<file path="config.mk">
export PLATFORM = sky130hd
export DESIGN_NAME = rec_pwm_generator
export DESIGN_NICKNAME = d
export VERILOG_FILES = /design/src/rtl/rec_pwm_generator.sv
export SDC_FILE = /design/constraint.sdc
export NUM_CORES = 1
export LEC_CHECK = 0
export CORE_MARGIN = 5
export CORE_UTILIZATION = 60
export DETAILED_ROUTE_END_ITERATION = 16
export PLACE_DENSITY = 0.79
export SETUP_SLACK_MARGIN = 0.05
export SLEW_MARGIN = 30
export SYNTH_ARGS = -nofsm -noshare
export SYNTH_HDL_FRONTEND = slang
export SYNTH_SLANG_ARGS = --single-unit
</file>
<file path="constraint.sdc">
create_clock -name clk_100 -period 2.7 [get_ports clk_100]
set_clock_uncertainty 0.1 [all_clocks]
set_input_delay 0.27 -clock clk_100 [delete_from_list [all_inputs] [get_ports clk_100]]
set_output_delay 0.27 -clock clk_100 [all_outputs]
set_load 0.02 [all_outputs]
</file>
<file path="src/rtl/rec_pwm_generator.sv">
// Center-aligned complementary PWM with dead-band insertion and double-buffered duty.
// Optional carrier-zero sync pulse output when REC_PWM_SYNC_OUT_EN is defined.
module rec_pwm_generator #(
   parameter logic [15:0] PWM_PERIOD = 16'd5000,
   parameter logic [15:0] DEAD_TIME  = 16'd200
) (
   input  logic        clk_100,
   input  logic        RSTn,
   input  logic        PwmEn,
   input  logic [15:0] Duty,
   input  logic        DutyLd,
   output logic        Pwm1,
   output logic        Pwm2
`ifdef REC_PWM_SYNC_OUT_EN
   ,
   output logic        SyncOut
`endif
);

   typedef enum logic [1:0] {StOff, StDead, StPOn, StNOn} state_e;

   state_e      state_q, state_d;
   logic [15:0] carrier_q, carrier_d;
   logic        dir_up_q, dir_up_d;
   logic [15:0] pend_q, pend_d;
   logic [15:0] active_q, active_d;
   logic [15:0] dead_cnt_q, dead_cnt_d;
   logic        pwm1_q, pwm1_d;
   logic        pwm2_q, pwm2_d;
   logic        carrier_zero;
   logic        raw;

   assign carrier_zero = (carrier_q == 16'd0);
   assign raw          = (carrier_q < active_q);

   // Triangle carrier: 0 .. PWM_PERIOD .. 0, period 2*PWM_PERIOD
   always_comb begin
      carrier_d = carrier_q;
      dir_up_d  = dir_up_q;
      if (!PwmEn) begin
         carrier_d = 16'd0;
         dir_up_d  = 1'b1;
      end else if (dir_up_q) begin
         if (carrier_q >= PWM_PERIOD) begin
            carrier_d = PWM_PERIOD - 16'd1;
            dir_up_d  = 1'b0;
         end else begin
            carrier_d = carrier_q + 16'd1;
         end
      end else begin
         if (carrier_zero) begin
            carrier_d = 16'd1;
            dir_up_d  = 1'b1;
         end else begin
            carrier_d = carrier_q - 16'd1;
         end
      end
   end

   // Pending holds across disable; active reloads only at carrier zero, so a
   // coincident DutyLd lands one period later.
   always_comb begin
      pend_d = pend_q;
      if (DutyLd) begin
         pend_d = (Duty > PWM_PERIOD) ? PWM_PERIOD : Duty;
      end
      active_d = active_q;
      if (!PwmEn) begin
         active_d = 16'd0;
      end else if (carrier_zero) begin
         active_d = pend_q;
      end
   end

   always_ff @(posedge clk_100 or negedge RSTn) begin
      if (!RSTn) begin
         carrier_q <= 16'd0;
         dir_up_q  <= 1'b1;
         pend_q    <= 16'd0;
         active_q  <= 16'd0;
      end else begin
         carrier_q <= carrier_d;
         dir_up_q  <= dir_up_d;
         pend_q    <= pend_d;
         active_q  <= active_d;
      end
   end

   always_ff @(posedge clk_100 or negedge RSTn) begin
      if (!RSTn) begin
         state_q    <= StOff;
         dead_cnt_q <= 16'd0;
      end else begin
         state_q    <= state_d;
         dead_cnt_q <= dead_cnt_d;
      end
   end

   always_comb begin
      state_d    = state_q;
      dead_cnt_d = dead_cnt_q;
      if (!PwmEn) begin
         state_d    = StOff;
         dead_cnt_d = 16'd0;
      end else begin
         unique case (state_q)
            StOff: begin
               state_d    = StDead;
               dead_cnt_d = 16'd0;
            end
            StDead: begin
               dead_cnt_d = dead_cnt_q + 16'd1;
               // Leg choice uses raw in the exit cycle only
               if (dead_cnt_q == DEAD_TIME - 16'd1) begin
                  state_d = raw ? StPOn : StNOn;
               end
            end
            StPOn: begin
               if (!raw) begin
                  state_d    = StDead;
                  dead_cnt_d = 16'd0;
               end
            end
            StNOn: begin
               if (raw) begin
                  state_d    = StDead;
                  dead_cnt_d = 16'd0;
               end
            end
            default: begin
               state_d    = StOff;
               dead_cnt_d = 16'd0;
            end
         endcase
      end
   end

   // PwmEn gates the decode so a disable kills both legs on the very next edge
   always_comb begin
      pwm1_d = PwmEn && (state_q == StPOn);
      pwm2_d = PwmEn && (state_q == StNOn);
   end

   always_ff @(posedge clk_100 or negedge RSTn) begin
      if (!RSTn) begin
         pwm1_q <= 1'b0;
         pwm2_q <= 1'b0;
      end else begin
         pwm1_q <= pwm1_d;
         pwm2_q <= pwm2_d;
      end
   end

   assign Pwm1 = pwm1_q;
   assign Pwm2 = pwm2_q;

`ifdef REC_PWM_SYNC_OUT_EN
   logic sync_q;

   always_ff @(posedge clk_100 or negedge RSTn) begin
      if (!RSTn) begin
         sync_q <= 1'b0;
      end else begin
         sync_q <= PwmEn && carrier_zero;
      end
   end

   assign SyncOut = sync_q;
`endif

endmodule

</file>
==> results of run 1 <==
critical path, stage by stage (launching register included):
cell,delay (ns)
dfrtp_1,0.42
ha_1,0.34
and4_1,0.24
nor3b_2,0.16
a31oi_1,0.21
buf_4,0.20
a21oi_1,0.15
or4_1,0.49
a21oi_1,0.16
synthesized netlist by cell type (all sizes together) (8+ instances only):
master / number
nand2: 66
o21ai: 19
and3: 11
dfrtp: 68
o31ai: 9
clkbuf: 11
a21oi: 43
nor2: 32
nand4: 10
inv: 27
nor3: 16
ha: 19
nand3: 16
a22o: 8
buf: 11
power by group through the flow:
stage               Sequential, uW  Combinational (uW)  Clock, uW
finish                        1080                 330        895
floorplan                     1090                 187          0
detailed placement            1100                 309          0
global placement              1090                 298          0
CTS                           1080                 315        901
global route                  1080                 365        953
worst max path at each step:
stage               slack, ns                          to  depth (start not counted)                     from
floorplan                0.48  dead_cnt_q[11]$_DFFE_PN0P_                          8  carrier_q[15]$_DFF_PN0_
global placement       -0.004       pend_q[9]$_DFFE_PN0P_                          7                 Duty[14]
detailed placement      -0.09       pend_q[9]$_DFFE_PN0P_                          7                 Duty[14]
CTS                      0.05   dead_cnt_q[7]$_DFFE_PN0P_                          9  carrier_q[15]$_DFF_PN0_
global route             0.03   dead_cnt_q[9]$_DFFE_PN0P_                          8  carrier_q[15]$_DFF_PN0_
finish                   0.16   dead_cnt_q[9]$_DFFE_PN0P_                          8  carrier_q[15]$_DFF_PN0_
sequential cells by signal (all words and copies together) (netlist names):
signal and flops:
Pwm1 1, Pwm2 1, active_q 16, carrier_q 16, dead_cnt_q 16, dir_up_q 1, pend_q 16, state_q 2
per-stage QoR:
step / setup TNS [ns] / util [%]
after floorplan: 0 / -
after global placement: -0.007554 / 68.69
after detailed placement: -0.8501 / 68.69
after CTS: 0 / 72.10
after global routing: 0 / 72.76
final: 0 / 72.76
area by class of cell:
cell class,count,area (um^2)
repair buffers,50,425.4
fillers,494,1749
inverters,29,108.9
clock inverters,6,70.07
well taps,77,96.34
flip-flops and latches,69,1728
clock buffers,10,137.6
multi-input cells,336,2107
routing by layer:
layer	GRT usage, %	part of all wire [%]
met5	0	0
met4	9.901	2.2
met3	3.928	3.4
met2	42.70	52
met1	30.83	42
layout by cell type, fill, tap and decap left out, types with 8 or more instances in the layout:
cell type,instances
ha_1,19
clkbuf_8,10
a22o_1,8
dfrtp_1,68
nand3_1,16
nand4_1,10
o21ai_0,8
inv_1,27
clkdlybuf4s50_1,20
buf_4,28
nor2_1,32
nand2_1,66
o21ai_1,11
a21oi_1,42
nor3_1,12
and3_1,10
cell families after synthesis:
logic type / after synthesis / share of synthesized area, %
AOI/OAI and AO/OA: 125 / 21.22
xor gates and xnor gates: 3 / 0.6525
muxes: 3 / 0.7456
adders and majority gates: 19 / 5.903
DFF: 69 / 42.90
and+or+nand+nor: 186 / 22.90
buffers and inverters: 51 / 5.685
repair_timing:
| action | CTS | global route |
|---|---|---|
| resized for setup | 1 | 6 |
| buffers inserted | 0 | 1 |
| endpoints found under the hold margin | 28 | 0 |
| setup endpoints to repair | 2 | 14 |
| hold buffers | 1 | 0 |
==> impl_metrics.toml, run 1 <==
[yosys]
synthTopCellsByArea = "dfrtp_1, nand2_1, ha_1, a21oi_1, nor2_1"
yosysUniqueCellTypes = 54
async_flop_share_pct = 100.0
netlist_area_mm2 = 0.004028
synth-edff-count = 0
yosys_warnings = 0
synth-seq-cells = 69
yosysTopAreaCell = "dfrtp_1"
synthDominantCellAreaShare_pct = 42.25
yosysSeqAreaShare_pct = 42.90
syn_avg_cell_area_um2 = 8.832
yosys_most_used_dff = "dfrtp_1"
synthCells = 456
syn_nets = 495

[pwr]
p_total_uw = 2302
pwr-share-clk_pct = 38.9
irDropWorstVdd_mv = 0.4441
power_density_mw_per_mm2 = 492.5
p_switching_uw = 656.6
pwr-share-comb_pct = 14.3
p_int_uw = 1645
p_leak_uw = 0.002037
sw_frac_of_total_pct = 28.53
p_seq_share_pct = 46.8

[clock_network]
htreeDepth = 3
numCtsBuffers = 9
clk_latency_ns = 0.36
path_clk_slew_ns = 0.08
clockBufferDepth = 2
clockRootBuffer = "clkbuf_8"
cts_tree = "yes"
clock_sinks = 69

[timing]
period_needed_ns = 2.538
setup_violations = 0
tightest_slew_ns = 0.8049
post-route-period-util_pct = 93.99
maxSlewViolCount = 0
setup_slack_ns = 0.1624
hold_violations = 0
rsz0062_at_grt = "yes"
worst_hold_slack_ns = 0.1772
max_slew_margin_pct = 46.15
fmax_mhz = 394.1

[final_layout]
drive_above_1_share_pct = 12.00
syn2layout_area_growth_pct = 16.03
stdcell_area_mm2 = 0.004673
stdcell_count = 577
n_antenna_cell = 0
final_nets = 534

[global_route]
grtUsageTotal_pct = 24.65
grt_pass1_wl_um = 16740
grt_max_degree = 41
antenna_found_initial = 0
overflow = 0
grt_pass1_vias = 3530

[flow_run]
cap_viol_max_count = 0

[worst_setup_path]
r2r_slack_ns = 0.16
regToRegStartpoint = "carrier_q[15]$_DFF_PN0_"
critPathCaptureType = "flip-flop"
crit_arrival_ns = 2.72
rr_worst_depth = 8
cp-start-kind = "flip-flop"
crit_type = "reg -> reg"
worstPathRequired_ns = 2.88
cp_max_fo = 7
r2r-end = "dead_cnt_q[9]$_DFFE_PN0P_"

[die]
die_h_um = 91.93
io_pins = 22
dieArea_mm2 = 0.008451
rows = 29
dieWidth_um = 91.93
initial_core_util_pct = 62.71
core_region_area_mm2 = 0.006422

[placement]
dpl_cell_area_mm2 = 0.004412
dpl.hpwl_um = 7150
numPortBuffers = 21
finalWeightedCongestion = 0.9288
dp_cells = 559
dp_slack_ns = -0.09002

[route]
routed-via-count = 3647
wl_per_cell_um = 17.55
drt_wl_total_um = 10130
drc = 0
viasPerCell = 6.321
dr.pass1.iters = 5
drtIter0Drc = 273
final_antenna_net_count = 0

[min_path]
hp-class = "in -> async"

[outcome]
run_status = "finished clean"
(Power assumes the default switching activity.)
==> run 2, diff against run 1 <==
--- a/config.mk
+++ b/config.mk
@@ -5,6 +5,7 @@
 export SDC_FILE = /design/constraint.sdc
 export NUM_CORES = 1
 export LEC_CHECK = 0
+export CORE_ASPECT_RATIO = 2
 export CORE_MARGIN = 5
 export CORE_UTILIZATION = 60
 export DETAILED_ROUTE_END_ITERATION = 16
==> run 2 against run 1 <==
Effect of this change: register-to-register slack got worse by 0.03 ns; total power increased by 6.2%; sequential share of layout area shrank 0.74 points; clock power increased by 15%; count of clock-buffer cells in the layout is 1 higher; sequential power about the same; combinational power is 2% higher; hold slack improved by 0.19 ns; via count increased by 0.90%; sequential cell count unchanged; die area grew 1.2%; worst setup slack got worse by 0.034 ns; largest power group unchanged.
==> impl_metrics.toml, run 2 (same netlist as run 1, synthesis figures left out) <==
[worst_setup_path]
cp_max_fo = 6
cp-start-kind = "flip-flop"
worstPathRequired_ns = 2.85
crit_arrival_ns = 2.72
crit_type = "reg -> reg"
r2r_slack_ns = 0.13
critPathCaptureType = "flip-flop"

[timing]
rsz0062_at_grt = "no"
maxSlewViolCount = 0
fmax_mhz = 388.9
worst_hold_slack_ns = 0.3704
setup_violations = 0
hold_violations = 0
period_needed_ns = 2.571
setup_slack_ns = 0.1287
fin_tns_setup_ns = 0
tightest_slew_ns = 0.7871
max_slew_margin_pct = 47.53
post-route-period-util_pct = 95.23

[clock_network]
clk_latency_ns = 0.34
clockRootBuffer = "clkbuf_16"
htreeDepth = 3
cts_tree = "yes"
path_clk_slew_ns = 0.05
clockBufferDepth = 2
clock_sinks = 69
numCtsBuffers = 9
postCtsSetupBuffers = 0

[die]
initial_core_util_pct = 61.31
die_h_um = 125.9
dieArea_mm2 = 0.008551
core_region_area_mm2 = 0.006569
io_pins = 22
rows = 42
dieWidth_um = 67.94

[pwr]
p_total_uw = 2445
p_int_uw = 1817
irDropWorstVdd_mv = 0.6072
pwr-share-clk_pct = 42.3
p_seq_share_pct = 44.0
p_leak_uw = 0.002096
pwr-share-comb_pct = 13.7
sw_frac_of_total_pct = 25.69
p_switching_uw = 628.3
power_density_mw_per_mm2 = 512.8

[route]
viasPerCell = 6.280
drtIter0Drc = 252
routed-via-count = 3680
dr.pass1.iters = 5
final_antenna_net_count = 0
wl_per_cell_um = 18.34
drc = 0
drt_wl_total_um = 10750

[final_layout]
final_nets = 535
drive_above_1_share_pct = 12.05
multiInputGateArea_mm2 = 0.002108
n_antenna_cell = 0
ff_latch_area_mm2 = 0.001728
final_cell_mix = "dfrtp_1, nand2_1, a21oi_1"
final_common_cell = "dfrtp_1"
n_fill_cell = 519
syn2layout_area_growth_pct = 18.39

[placement]
numPortBuffers = 21
dpl.hpwl_um = 8057
dp_slack_ns = -0.04129
finalWeightedCongestion = 0.9792

[flow_run]
cap_viol_max_count = 0

[global_route]
grt_pass1_vias = 3890
grtUsageTotal_pct = 27.69
grt_pass1_wl_um = 17770
antenna_found_initial = 0
grt_max_degree = 39
overflow = 0

[min_path]
hp-class = "reg -> reg"

[outcome]
run_status = "finished clean"
## run 2: repair_timing
item	CTS	global route
endpoints found under the setup margin	1	5
pin swaps	0	0
hold buffers	1	0
hold endpoints to repair	31	0
resized for setup	1	9
## run 2: worst paths after layout
kind                                           start                         end  cells after the start
min reg2reg                dead_cnt_q[7]$_DFFE_PN0P_   dead_cnt_q[7]$_DFFE_PN0P_                      1
min in group asynchronous                       RSTn  dead_cnt_q[12]$_DFFE_PN0P_                      2
max                          carrier_q[15]$_DFF_PN0_   dead_cnt_q[9]$_DFFE_PN0P_                      7
max reg2reg                  carrier_q[15]$_DFF_PN0_   dead_cnt_q[9]$_DFFE_PN0P_                      7
max in group asynchronous                       RSTn          dir_up_q$_DFF_PN1_                      3
min                        dead_cnt_q[7]$_DFFE_PN0P_   dead_cnt_q[7]$_DFFE_PN0P_                      1
## run 2: layout make-up
class                           instances  area share [%]
Inverter                               29           2.283
Tap cell                               88           2.309
Clock buffer                           11           5.091
Multi-Input combinational cell        336           44.21
Sequential cell                        69           36.24
Clock inverter                          2          0.2624
Timing Repair Buffer                   51           9.604
## run 2: power by group through the flow
| stage | clock network, uW | logic, uW | registers (uW) |
|---|---|---|---|
| after floorplan | 0 | 187 | 1090 |
| after global placement | 0 | 315 | 1090 |
| after detailed placement | 0 | 322 | 1090 |
| after CTS | 1050 | 331 | 1080 |
| after global routing | 1080 | 371 | 1080 |
| final | 1030 | 336 | 1080 |
## run 2: critical path, stage by stage, from the launching register on
cell,delay (ns)
dfrtp_1,0.40
ha_1,0.35
and4_2,0.29
nor3b_2,0.16
a31oi_2,0.33
a21oi_2,0.18
or4_1,0.49
a21oi_1,0.18
## run 2: routing by layer
metal	part of all wire, %	GRT usage [%]	vias to the layer above	wire (um)
li1	-	-	1730	-
met1	33	25.91	1792	3509
met2	57	49.26	113	6165
met3	3.7	5.258	45	396
met4	6.3	21.22	0	676
met5	0	0	-	0
## run 2: through the flow
stage | instance area, um^2 | util (%) | instances
2_1_floorplan | 4028 | - | 456
3_3_place_gp | 4466 | 67.98 | 572
3_5_place_dp | 4466 | 67.98 | 572
4_1_cts | 4737 | 72.11 | 586
5_1_grt | 4768 | 72.59 | 586
6_report | 4768 | 72.59 | 586
